**src/rtl/color_pwm_driver_if.sv**
```systemverilog
// Bundles the colour-code input, enable and the LED drive/status outputs of color_pwm_driver.
interface color_pwm_driver_if #(
    parameter int PWM_W = 8,
    parameter int CNT_W = 8
);
    logic [1:0]       color;
    logic             enable;
    logic             red_pwm;
    logic             blue_pwm;
    logic [PWM_W-1:0] red_duty;
    logic [PWM_W-1:0] blue_duty;
    logic             settled;
    logic [CNT_W-1:0] change_count;

    modport master (
        output color, enable,
        input  red_pwm, blue_pwm, red_duty, blue_duty, settled, change_count
    );

    modport slave (
        input  color, enable,
        output red_pwm, blue_pwm, red_duty, blue_duty, settled, change_count
    );
endinterface

```
**src/rtl/color_pwm_driver.sv**
```systemverilog
// Turns the colour FSM code into two fading red/blue PWM LED drives with a change counter.
// Define COLOR_PWM_GAMMA_EN to compare the PWM counter against a squared (gamma) duty.
//
// state   | meaning
// IDLE    | dark, duties held at 0, waiting for enable
// FADING  | duties step toward their targets once every FADE_DIV cycles
// SETTLED | both duties equal their targets
module color_pwm_driver #(
    parameter int PWM_W    = 8,
    parameter int FADE_DIV = 4,
    parameter int STEP     = 16,
    parameter int CNT_W    = 8
) (
    input  logic clk,
    input  logic rst,
    color_pwm_driver_if.slave bus
);
    localparam int                 DIV_W  = (FADE_DIV > 1) ? $clog2(FADE_DIV) : 1;
    localparam logic [PWM_W-1:0]   MAX    = {PWM_W{1'b1}};
    localparam logic [PWM_W:0]     STEP_V = (PWM_W + 1)'(STEP);
    localparam logic [DIV_W-1:0]   DIV_TC = DIV_W'(FADE_DIV - 1);

    typedef enum logic [1:0] {IDLE, FADING, SETTLED} state_t;

    state_t           state_q, state_d;
    logic [1:0]       color_q, color_d;
    logic [1:0]       color_prev_q, color_prev_d;
    logic [PWM_W-1:0] pwm_cnt_q, pwm_cnt_d;
    logic [DIV_W-1:0] div_cnt_q, div_cnt_d;
    logic [PWM_W-1:0] red_duty_q, red_duty_d;
    logic [PWM_W-1:0] blue_duty_q, blue_duty_d;
    logic [CNT_W-1:0] change_count_q, change_count_d;
    logic             red_pwm_q, red_pwm_d;
    logic             blue_pwm_q, blue_pwm_d;
    logic             settled_q, settled_d;

    logic [PWM_W-1:0] red_tgt, blue_tgt;
    logic [PWM_W-1:0] red_cmp, blue_cmp;
    logic             at_target;

    // Saturating step toward target; the up path uses one extra bit so it cannot wrap.
    function automatic logic [PWM_W-1:0] step_toward(input logic [PWM_W-1:0] duty,
                                                     input logic [PWM_W-1:0] target);
        logic [PWM_W:0]   sum;
        logic [PWM_W-1:0] diff;
        logic [PWM_W-1:0] res;
        sum  = {1'b0, duty} + STEP_V;
        diff = duty - target;
        res  = duty;
        if (duty < target) begin
            res = (sum > {1'b0, target}) ? target : sum[PWM_W-1:0];
        end else if (duty > target) begin
            res = ({1'b0, diff} <= STEP_V) ? target : duty - STEP_V[PWM_W-1:0];
        end
        return res;
    endfunction

    always_comb begin
        red_tgt  = '0;
        blue_tgt = '0;
        case (color_q)
            2'd1:    blue_tgt = MAX;
            2'd2:    red_tgt  = MAX;
            default: ;
        endcase
    end

    assign at_target = (red_duty_q == red_tgt) && (blue_duty_q == blue_tgt);

    always_comb begin
        color_d      = bus.color;
        color_prev_d = color_q;
        pwm_cnt_d    = pwm_cnt_q + PWM_W'(1);

        change_count_d = change_count_q;
        if ((color_q != color_prev_q) && (change_count_q != {CNT_W{1'b1}})) begin
            change_count_d = change_count_q + CNT_W'(1);
        end
    end

    always_comb begin
        state_d     = state_q;
        div_cnt_d   = div_cnt_q;
        red_duty_d  = red_duty_q;
        blue_duty_d = blue_duty_q;

        if (!bus.enable) begin
            state_d     = IDLE;
            div_cnt_d   = '0;
            red_duty_d  = '0;
            blue_duty_d = '0;
        end else begin
            case (state_q)
                IDLE: begin
                    red_duty_d  = '0;
                    blue_duty_d = '0;
                    div_cnt_d   = '0;
                    state_d     = FADING;
                end
                FADING: begin
                    if (div_cnt_q == DIV_TC) begin
                        div_cnt_d   = '0;
                        red_duty_d  = step_toward(red_duty_q, red_tgt);
                        blue_duty_d = step_toward(blue_duty_q, blue_tgt);
                    end else begin
                        div_cnt_d = div_cnt_q + DIV_W'(1);
                    end
                    if (at_target) begin
                        state_d = SETTLED;
                    end
                end
                SETTLED: begin
                    if (!at_target) begin
                        state_d   = FADING;
                        div_cnt_d = '0;
                    end
                end
                default: state_d = IDLE;
            endcase
        end
        settled_d = (state_d == SETTLED);
    end

`ifdef COLOR_PWM_GAMMA_EN
    logic [2*PWM_W-1:0] red_sq, blue_sq;
    assign red_sq   = {{PWM_W{1'b0}}, red_duty_q} * {{PWM_W{1'b0}}, red_duty_q};
    assign blue_sq  = {{PWM_W{1'b0}}, blue_duty_q} * {{PWM_W{1'b0}}, blue_duty_q};
    assign red_cmp  = red_sq[2*PWM_W-1:PWM_W];
    assign blue_cmp = blue_sq[2*PWM_W-1:PWM_W];
`else
    assign red_cmp  = red_duty_q;
    assign blue_cmp = blue_duty_q;
`endif

    always_comb begin
        red_pwm_d  = bus.enable && (pwm_cnt_q < red_cmp);
        blue_pwm_d = bus.enable && (pwm_cnt_q < blue_cmp);
    end

    always_ff @(posedge clk) begin
        if (rst) begin
            state_q        <= IDLE;
            color_q        <= '0;
            color_prev_q   <= '0;
            pwm_cnt_q      <= '0;
            div_cnt_q      <= '0;
            red_duty_q     <= '0;
            blue_duty_q    <= '0;
            change_count_q <= '0;
            red_pwm_q      <= 1'b0;
            blue_pwm_q     <= 1'b0;
            settled_q      <= 1'b0;
        end else begin
            state_q        <= state_d;
            color_q        <= color_d;
            color_prev_q   <= color_prev_d;
            pwm_cnt_q      <= pwm_cnt_d;
            div_cnt_q      <= div_cnt_d;
            red_duty_q     <= red_duty_d;
            blue_duty_q    <= blue_duty_d;
            change_count_q <= change_count_d;
            red_pwm_q      <= red_pwm_d;
            blue_pwm_q     <= blue_pwm_d;
            settled_q      <= settled_d;
        end
    end

    assign bus.red_pwm      = red_pwm_q;
    assign bus.blue_pwm     = blue_pwm_q;
    assign bus.red_duty     = red_duty_q;
    assign bus.blue_duty    = blue_duty_q;
    assign bus.settled      = settled_q;
    assign bus.change_count = change_count_q;
endmodule
```
**src/flat_wrapper.sv**
```systemverilog
// flat-port wrapper written by rule: the top's interface ports become plain ports
module color_pwm_driver_flat 
#(
    parameter int PWM_W    = 8,
    parameter int FADE_DIV = 4,
    parameter int STEP     = 16,
    parameter int CNT_W    = 8
)
  (clk, rst, bus_color, bus_enable, bus_red_pwm, bus_blue_pwm, bus_red_duty, bus_blue_duty, bus_settled, bus_change_count);
  color_pwm_driver_if #(.PWM_W(PWM_W), .CNT_W(CNT_W)) bus_i ();
  input  logic clk;
  input  logic rst;
  input wire logic [$bits(bus_i.color)-1:0] bus_color;
  input wire logic [$bits(bus_i.enable)-1:0] bus_enable;
  output wire logic [$bits(bus_i.red_pwm)-1:0] bus_red_pwm;
  output wire logic [$bits(bus_i.blue_pwm)-1:0] bus_blue_pwm;
  output wire logic [$bits(bus_i.red_duty)-1:0] bus_red_duty;
  output wire logic [$bits(bus_i.blue_duty)-1:0] bus_blue_duty;
  output wire logic [$bits(bus_i.settled)-1:0] bus_settled;
  output wire logic [$bits(bus_i.change_count)-1:0] bus_change_count;
  assign bus_i.color = bus_color;
  assign bus_i.enable = bus_enable;
  assign bus_red_pwm = bus_i.red_pwm;
  assign bus_blue_pwm = bus_i.blue_pwm;
  assign bus_red_duty = bus_i.red_duty;
  assign bus_blue_duty = bus_i.blue_duty;
  assign bus_settled = bus_i.settled;
  assign bus_change_count = bus_i.change_count;
  color_pwm_driver #(.PWM_W(PWM_W), .FADE_DIV(FADE_DIV), .STEP(STEP), .CNT_W(CNT_W)) u_core (.clk(clk), .rst(rst), .bus(bus_i));
endmodule
```
**config.mk**
```make
export PLATFORM = sky130hd
export DESIGN_NAME = color_pwm_driver_flat
export DESIGN_NICKNAME = d
export VERILOG_FILES = /design/src/rtl/color_pwm_driver_if.sv /design/src/rtl/color_pwm_driver.sv /design/src/flat_wrapper.sv
export SDC_FILE = /design/constraint.sdc
export NUM_CORES = 1
export LEC_CHECK = 0
export ABC_CLOCK_PERIOD_IN_PS = 9250
export BUFFER_PORTS_ARGS = -buffer_cell sky130_fd_sc_hd__buf_2
export CAP_MARGIN = 20
export CORE_ASPECT_RATIO = 1.2
export CORE_MARGIN = 1
export CORE_UTILIZATION = 50
export DETAILED_ROUTE_END_ITERATION = 7
export PLACE_DENSITY = 0.7
export SLEW_MARGIN = 20
export SYNTH_ARGS = -nofsm -noshare
export SYNTH_HDL_FRONTEND = slang
export SYNTH_SLANG_ARGS = --single-unit
```
**constraint.sdc**
```tcl
create_clock -name clk -period 9.25 [get_ports clk]
set_input_delay 1.85 -clock clk [delete_from_list [all_inputs] [get_ports clk]]
set_output_delay 1.85 -clock clk [all_outputs]
set_load 0.03 [all_outputs]
```
==> flow_summary.yaml, run 1 <==
sta:
  slew_headroom_pct: 48.20
  tns_ns: 0
  setup_viol: 0
  slew_viol_final: 0
  finalCritPeriodShare_pct: 37.11
  hold_viol: 0
  rsz0062_at_grt: "no"
  worst_slew_pin_slew_ns: 0.7711
  skew_ns: 0.005040
  fmax_mhz: 291.3
  period_needed_ns: 3.433
cts:
  htreeDepth: 2
  clock-sinks: 37
  cts_tree: "done"
  clk_pin_slew_ns: 0.08
  cts-resized-gates: 0
  cts_setup_buffers: 0
  cts_buffer_depth: 2
  numCtsBuffers: 5
  ctsHoldBuffers: 0
  clkLatencyLatePin_ns: 0.29
  cts-root-buf: "clkbuf_8"
cells_and_area:
  layout.cells.non_filler: 459
  finish.instance_area_um2: 3243
  syn2layout_area_growth_pct: 8.908
  antennaDiodeCount: 0
  regArea_um2: 740.7
  final_cell_mix: "ha_1, dfxtp_1, nor2_1"
  finalNetCount: 426
  fill_cells: 548
  layout_commonest_cell: "ha_1"
  multi_input_area_um2: 2076
  drive_above_1_share_pct: 12.40
route:
  num_vias: 2563
  routed_wl_mm: 6.240
  vias_per_cell: 5.584
  drc: 0
  ant_nets: 0
  drt_pass1_iterations: 4
  wl_per_cell_um: 13.59
  drt_iter0_drc: 147
run:
  timing.max_cap.violations: 0
min_path:
  min_path_cells: 1
  holdPathEnd: "u_core.pwm_cnt_q[0]"
  hold_class: "flop to flop"
  min-delay-start: "u_core.pwm_cnt_q[0]"
logic_synthesis:
  async_flop_share_pct: 0
  syn_nets: 403
  ys_ff_latch: 37
  syn_area_um2: 2978
  ys_seq_area_share_pct: 24.87
  yosysWarnings: 0
  synth_cell_types: 58
  syn_inst: 355
  synth_flop_cell: "dfxtp_1"
  synth_enable_flop_cells: 0
  synth.avg_cell_area_um2: 8.388
floorplan:
  ioPinCount: 32
  core_um2: 5705
  die_area_um2: 6270
  die_h_um: 86.54
  start_util_pct: 52.19
  die_w_um: 72.45
  num_rows: 30
grt:
  grt_antenna_before_repair: 0
  grt_pass1_wl_mm: 10.47
  grt_max_degree: 22
  first_global_vias: 2319
  overflow: 0
  grt_usage_pct: 20.97
setup_path:
  worstRegToRegCells: 10
  worstReg2RegEnd: "u_core.bus.blue_duty[2]"
  crit_fanout: 21
  required_ns: 9.44
  r2r_slack_ns: 5.91
  critPathArrivalTime_ns: 3.62
  end_kind: "flop"
  r2r_start: "u_core.color_prev_d[1]"
  worstSetupPathType: "primary input to flop"
  start_kind: "primary input"
placement:
  dp_hpwl_mm: 4.729
  gp_congestion: 0.9056
  dp.cells: 451
  place_area_um2: 3147
  io_buffers: 31
pwr:
  total_power_mw: 0.3605
  vdd_ir_drop_max_uv: 83.62
  p_leak_nw: 1.421
  powerDensity_nw_per_um2: 111.2
outcome:
  status: "finished clean"
[layout make-up]
| type | count | area share (%) |
|---|---|---|
| inverters | 20 | 2.315 |
| repair buffers | 31 | 4.784 |
| multi-input cells | 283 | 64.00 |
| clock buffers | 6 | 2.546 |
| flip-flops and latches | 37 | 22.84 |
| clock inverters | 2 | 0.4244 |
| well taps | 80 | 3.086 |
[per-stage QoR]
| step | util [%] | worst slack [ns] | hold slack (ns) |
|---|---|---|---|
| after floorplan | - | 6.190 | 0.4307 |
| after global placement | 55.15 | 5.538 | 0.4607 |
| after detailed placement | 55.15 | 5.499 | 0.4880 |
| after CTS | 56.84 | 5.810 | 0.5062 |
| after global routing | 56.84 | 5.614 | 0.5166 |
| final | 56.84 | 5.817 | 0.4878 |
[logic make-up after synthesis]
| family | after synthesis | synth area share (%) |
|---|---|---|
| AO/OA/AOI/OAI | 87 | 20.80 |
| adder cells (fa/ha/maj) | 44 | 18.40 |
| AND/OR/NAND/NOR | 119 | 20.42 |
| flip-flops | 37 | 24.87 |
| buffers and inverters | 35 | 5.420 |
| XOR/XNOR | 25 | 7.353 |
| multiplexers | 8 | 2.731 |
[synthesized netlist by cell type (9+ instances only)]
| cell | n | area, um^2 |
|---|---|---|
| nand2_1 | 19 | 71.32 |
| xnor2_1 | 16 | 140.1 |
| o21ai_0 | 22 | 110.1 |
| dfxtp_1 | 37 | 740.7 |
| nor2b_1 | 11 | 68.82 |
| ha_1 | 43 | 538.0 |
| a21oi_1 | 21 | 105.1 |
| nand3_1 | 13 | 65.06 |
| inv_1 | 20 | 75.07 |
| xor2_1 | 9 | 78.83 |
| nand2b_1 | 9 | 56.30 |
| nor2_1 | 34 | 127.6 |
[power breakdown]
| part | internal [mW] | switching [mW] |
|---|---|---|
| registers | 0.164 | 0.00502 |
| clock network | 0.0604 | 0.0603 |
| logic | 0.0288 | 0.0422 |
[flip-flops by register name, indices dropped and copies added, names as in the netlist, 2 cells and up]
name	cells
u_core.bus.change_count	8
u_core.bus.blue_duty	5
u_core.div_cnt_q	2
u_core.color_prev_q	2
u_core.state_q	2
u_core.pwm_cnt_q	8
u_core.bus.red_duty	5
u_core.color_prev_d	2
[metal layers]
metal	vias to the layer above	track usage [%]	wire length (um)
met5	-	0	0
met4	0	8.021	97
met3	8	3.256	182
met2	46	37.13	3068
met1	1184	25.23	2892
li1	1325	-	-
[worst max-delay path: stages]
cell and delay, ns:
buf_2 0.32, nand2b_1 0.47, or3_1 0.26, a211oi_1 0.08, or4_1 0.42, a21oi_1 0.16, nor2_1 0.05
[worst max-delay path by stage]
stage                                 from                 endpoint  slack, ns
CTS                                    rst  u_core.bus.blue_duty[2]       5.81
global route        u_core.color_prev_d[1]  u_core.bus.blue_duty[2]       5.61
detailed placement                     rst  u_core.bus.blue_duty[2]       5.50
global placement                       rst  u_core.bus.blue_duty[2]       5.54
finish                                 rst  u_core.bus.blue_duty[2]       5.82
floorplan                              rst  u_core.bus.blue_duty[2]       6.19
(Power assumes the default switching activity.)
==> inputs of run 2 (changes only) <==
- ABC_CLOCK_PERIOD_IN_PS: 9250 -> 3100
- PLACE_DENSITY: 0.7 -> 0.72
- clock period: 9.25 -> 3.1 ns (I/O delays scaled with it)
==> run 2 against run 1 <==
- worst setup slack worse by 5.6 ns
- final cell count up 3.5%
- via count rose by 3.0%
- register-to-register slack worse by 5.7 ns
- clock skew up 0.0016 ns
- critical endpoint unchanged
- largest power group is now clock
==> flow_summary.yaml, run 2 (synthesis gave the netlist of run 1 again) <==
route:
  routed_wl_mm: 6.371
  routed-wl-met2_mm: 3.116
  dr_wl_met3_um: 217
  routed.top_layer: "met4"
  drt-met1-wl_mm: 2.920
  wl_per_cell_um: 13.41
  drc: 0
  drt_iter0_drc: 81
  vias_per_cell: 5.560
  num_vias: 2641
  drt_pass1_iterations: 4
  ant_nets: 0
cts:
  ctsHoldBuffers: 0
  clk_pin_slew_ns: 0.08
  cts_tree: "done"
  cts-resized-gates: 0
  cts_setup_buffers: 0
  htreeDepth: 2
  clock-sinks: 37
  clkLatencyLatePin_ns: 0.29
  numCtsBuffers: 5
  cts_buffer_depth: 2
  cts-root-buf: "clkbuf_8"
cells_and_area:
  fill_cells: 540
  layout.cells.non_filler: 475
  layout_commonest_cell: "ha_1"
  multi_input_area_um2: 2078
  syn2layout_area_growth_pct: 14.41
  antennaDiodeCount: 0
  final_cell_mix: "ha_1, dfxtp_1, nor2_1"
  regArea_um2: 740.7
  finalNetCount: 442
  drive_above_1_share_pct: 16.20
sta:
  rsz0062_at_grt: "no"
  skew_ns: 0.006600
  fmax_mhz: 351.3
  worst_slew_pin_slew_ns: 0.4840
  setup_viol: 0
  tns_ns: 0
  hold_viol: 0
  finalCritPeriodShare_pct: 91.83
  slew_headroom_pct: 67.73
  period_needed_ns: 2.847
  slew_viol_final: 0
setup_path:
  required_ns: 3.29
  cp_top_family: "compound AO/OA/AOI/OAI gates"
  start_kind: "flop"
  worstReg2RegEnd: "u_core.bus.blue_duty[2]"
  r2r_start: "u_core.color_prev_d[1]"
  cp_slowest_cell: "or4_1"
  crit_buf_inv: 1
  end_kind: "flop"
  crit_chain: "nand2b_1, buf_4, ha_1, a21oi_1, o211ai_1, a2111oi_4, o211ai_4, or4_1, a21oi_1, nor2_1"
  worstSetupPathType: "flop to flop"
  crit_fanout: 9
  cpMostUsedCell: "a21oi_1"
  cpPeakStageDelay_ns: 0.47
  worstRegToRegCells: 10
  r2r_slack_ns: 0.25
  critPathArrivalTime_ns: 3.04
pwr:
  p_sw_mw: 0.3261
  vdd_ir_drop_max_uv: 333.1
  p_int_mw: 0.9090
  seq_power_share_pct: 40.8
  p_comb_share_pct: 18.1
  clkPwrFrac_pct: 41.2
  netSwitchingFraction_pct: 26.40
  p_leak_nw: 1.517
  powerDensity_nw_per_um2: 362.5
placement:
  dp_hpwl_mm: 5.010
  io_buffers: 31
  dp.cells: 467
  gp_congestion: 0.9813
floorplan:
  die_w_um: 72.45
  ioPinCount: 32
  start_util_pct: 52.19
  num_rows: 30
  die_area_um2: 6270
  die_h_um: 86.54
  core_um2: 5705
min_path:
  holdPathEnd: "u_core.pwm_cnt_q[0]"
  min_path_cells: 1
  min-delay-start: "u_core.pwm_cnt_q[0]"
  hold_class: "flop to flop"
grt:
  grt_pass1_wl_mm: 10.80
  grt_antenna_before_repair: 0
  grt_usage_pct: 21.59
  overflow: 0
  first_global_vias: 2414
  grt_max_degree: 22
outcome:
  status: "finished clean"
run:
  timing.max_cap.violations: 0
run 2: routing by layer:
metal,vias to the layer above,global-route usage (%)
li1,1356,-
met1,1223,26.26
met2,52,38.57
met3,10,2.674
met4,0,7.843
met5,-,0
run 2: cell type report:
| type | count | share of cell area, % |
|---|---|---|
| clock buffer | 5 | 2.020 |
| clock inverter | 3 | 2.020 |
| inverter | 20 | 2.203 |
| multi-input combinational | 283 | 61.00 |
| sequential | 37 | 21.74 |
| tap | 80 | 2.938 |
| timing repair buffer | 47 | 8.079 |
run 2: power by group through the flow:
stage / Clock [mW] / Combinational, mW / Sequential, mW
2_1_floorplan: 0 / 0.159 / 0.523
3_3_place_gp: 0 / 0.219 / 0.514
3_5_place_dp: 0 / 0.222 / 0.515
4_1_cts: 0.519 / 0.223 / 0.503
5_1_grt: 0.535 / 0.250 / 0.506
6_report: 0.509 / 0.223 / 0.503
run 2: worst max-delay path by stage:
stage | from | cells past startpoint | end | slack, ns
CTS | u_core.color_prev_d[0] | 10 | u_core.bus.red_duty[2] | 0.12
floorplan | u_core.color_prev_d[1] | 11 | u_core.bus.blue_duty[2] | 0.09
finish | u_core.color_prev_d[1] | 10 | u_core.bus.blue_duty[2] | 0.25
global placement | u_core.color_prev_d[0] | 10 | u_core.bus.red_duty[2] | 0.26
global route | u_core.color_prev_d[1] | 10 | u_core.bus.blue_duty[2] | 0.02
detailed placement | u_core.color_prev_d[0] | 10 | u_core.bus.red_duty[2] | 0.14
run 2: per-stage QoR:
stage	hold WS, ns	area, um^2	worst slack [ns]	util (%)	total power [mW]
floorplan	0.4307	2978	0.09062	-	0.6820
global placement	0.4535	3267	0.2628	57.26	0.7327
detailed placement	0.4629	3267	0.1402	57.26	0.7364
CTS	0.4830	3405	0.1183	59.67	1.246
global route	0.5360	3407	0.02136	59.71	1.291
finish	0.4796	3407	0.2532	59.71	1.235
run 2: worst register-to-register path: cells and delay by family, from the launching register on:
kind | cells | cell delay, ns
buffers and inverters | 1 | 0.21
AO/OA/AOI/OAI | 5 | 1.06
adder cells (fa/ha/maj) | 1 | 0.37
AND/OR/NAND/NOR | 3 | 0.77
flip-flops | 1 | 0.35
==> inputs of run 3 (changes only) <==
- ABC_CLOCK_PERIOD_IN_PS: 3100 -> 3090
- PLACE_DENSITY: 0.72 -> 0.7
- SETUP_SLACK_MARGIN: default -> 0.5
- clock period: 3.1 -> 3.09 ns (I/O delays scaled with it)
==> run 3 against run 2 <==
- global-route usage up 0.79 points
- final cell count up 1.1%
- critical path depth up 1
- critical endpoint unchanged
==> flow_summary.yaml, run 3 (synthesis gave the netlist of run 1 again) <==
outcome:
  status: "finished clean"
floorplan:
  die_h_um: 86.54
  ioPinCount: 32
  start_util_pct: 52.19
  die_w_um: 72.45
  die_area_um2: 6270
  core_um2: 5705
  num_rows: 30
route:
  vias_per_cell: 5.606
  drt_iter0_drc: 130
  drt_pass1_iterations: 4
  wl_per_cell_um: 14.88
  ant_nets: 0
  drc: 0
  routed_wl_mm: 7.140
  num_vias: 2691
pwr:
  netSwitchingFraction_pct: 29.70
  vdd_ir_drop_max_uv: 351.9
  p_leak_nw: 1.556
  p_comb_share_pct: 24.2
  powerDensity_nw_per_um2: 304.2
  p_sw_mw: 0.3328
  seq_power_share_pct: 44.8
  p_int_mw: 0.7877
  clkPwrFrac_pct: 31.0
grt:
  grt_usage_pct: 22.37
  grt_max_degree: 22
  grt_antenna_before_repair: 0
  first_global_vias: 2427
  grt_pass1_wl_mm: 11.19
  overflow: 0
cts:
  cts_buffer_depth: 2
  ctsHoldBuffers: 0
  cts-root-buf: "clkbuf_8"
  htreeDepth: 2
  numCtsBuffers: 5
  clock-sinks: 37
  clk_pin_slew_ns: 0.07
  cts_tree: "done"
  clkLatencyLatePin_ns: 0.29
setup_path:
  worstReg2RegEnd: "u_core.bus.blue_duty[2]"
  r2r_slack_ns: 0.48
  worstRegToRegCells: 11
  worstSetupPathType: "flop to flop"
  start_kind: "flop"
  crit_fanout: 5
  r2r_start: "u_core.color_prev_d[1]"
  end_kind: "flop"
  critPathArrivalTime_ns: 2.79
  required_ns: 3.27
sta:
  slew_viol_final: 0
  setup_viol: 0
  setup_slack_ns: 0.4815
  fmax_mhz: 383.4
  finalCritPeriodShare_pct: 84.42
  rsz0062_at_grt: "yes"
  skew_ns: 0.007176
  period_needed_ns: 2.609
  slew_headroom_pct: 54.77
  tns_ns: 0
  hold_viol: 0
  worst_slew_pin_slew_ns: 0.6733
min_path:
  min_path_cells: 1
  min-delay-start: "u_core.pwm_cnt_q[0]"
  holdPathEnd: "u_core.pwm_cnt_q[0]"
  hold_class: "flop to flop"
cells_and_area:
  antennaDiodeCount: 0
  final_cell_mix: "nor2_1, buf_2, ha_1"
  fill_cells: 498
  finalNetCount: 448
  syn2layout_area_growth_pct: 23.70
  regArea_um2: 768.2
  multi_input_area_um2: 2298
  drive_above_1_share_pct: 27.75
run:
  timing.max_cap.violations: 0
placement:
  pre_cts_ws_ns: 0.2444
  dp_hpwl_mm: 4.963
  io_buffers: 31
  gp_congestion: 0.8658
run 3: power by group through the flow:
stage	clock network, mW	logic, mW	registers [mW]
final	0.347	0.271	0.502
after global routing	0.371	0.299	0.504
after detailed placement	0	0.220	0.515
after CTS	0.352	0.239	0.504
after floorplan	0	0.165	0.524
after global placement	0	0.216	0.515
run 3: repair_timing:
action	in CTS	in global routing
pin swaps	6	9
gates cloned	0	1
buffers inserted	7	10
gates resized for setup	9	38
endpoints found under the setup margin	6	10
run 3: worst max-delay path by stage:
stage | from | to | slack [ns] | cells after the start
6_report | u_core.color_prev_d[1] | u_core.bus.blue_duty[2] | 0.48 | 11
5_1_grt | u_core.color_prev_d[1] | u_core.bus.blue_duty[2] | 0.40 | 11
4_1_cts | u_core.color_prev_d[1] | u_core.bus.blue_duty[2] | 0.45 | 10
3_5_place_dp | u_core.color_prev_d[0] | u_core.bus.red_duty[2] | 0.24 | 10
3_3_place_gp | u_core.color_prev_d[1] | u_core.bus.blue_duty[2] | 0.31 | 11
2_1_floorplan | u_core.color_prev_d[1] | u_core.bus.blue_duty[2] | 0.49 | 11
run 3: critical path, stage by stage, from the launching register on:
cell,delay [ns]
dfxtp_4,0.37
nand2b_4,0.14
buf_8,0.14
inv_8,0.04
ha_4,0.28
and4b_1,0.24
a21oi_2,0.08
a2111oi_4,0.40
o211ai_4,0.12
or4_1,0.49
a21oi_1,0.14
nor2_1,0.05
run 3: per-stage QoR:
stage	hold WS [ns]	total power [mW]	cells	instance area (um^2)	util [%]
floorplan	0.4307	0.6889	355	3054	-
CTS	0.5008	1.096	469	3422	59.98
detailed placement	0.4834	0.7357	455	3241	56.80
global placement	0.4575	0.7309	455	3241	56.80
finish	0.4914	1.121	480	3684	64.56
global route	0.5490	1.174	480	3684	64.56
run 3: cell type report:
type | instances | share of cell area [%]
clock buffer | 6 | 2.242
clock inverter | 1 | 0.1698
inverter | 20 | 2.344
multi-input combinational | 283 | 62.40
sequential | 37 | 20.86
tap | 80 | 2.717
timing repair buffer | 53 | 9.273
run 3: routing by layer:
layer  vias to the layer above  GRT usage, %  part of all wire, %
met4                         0         6.952                  1.9
li1                       1368             -                    -
met5                         -             0                    0
met1                      1241         28.20                   43
met2                        71         39.85                   52
met3                        11         2.093                  3.3
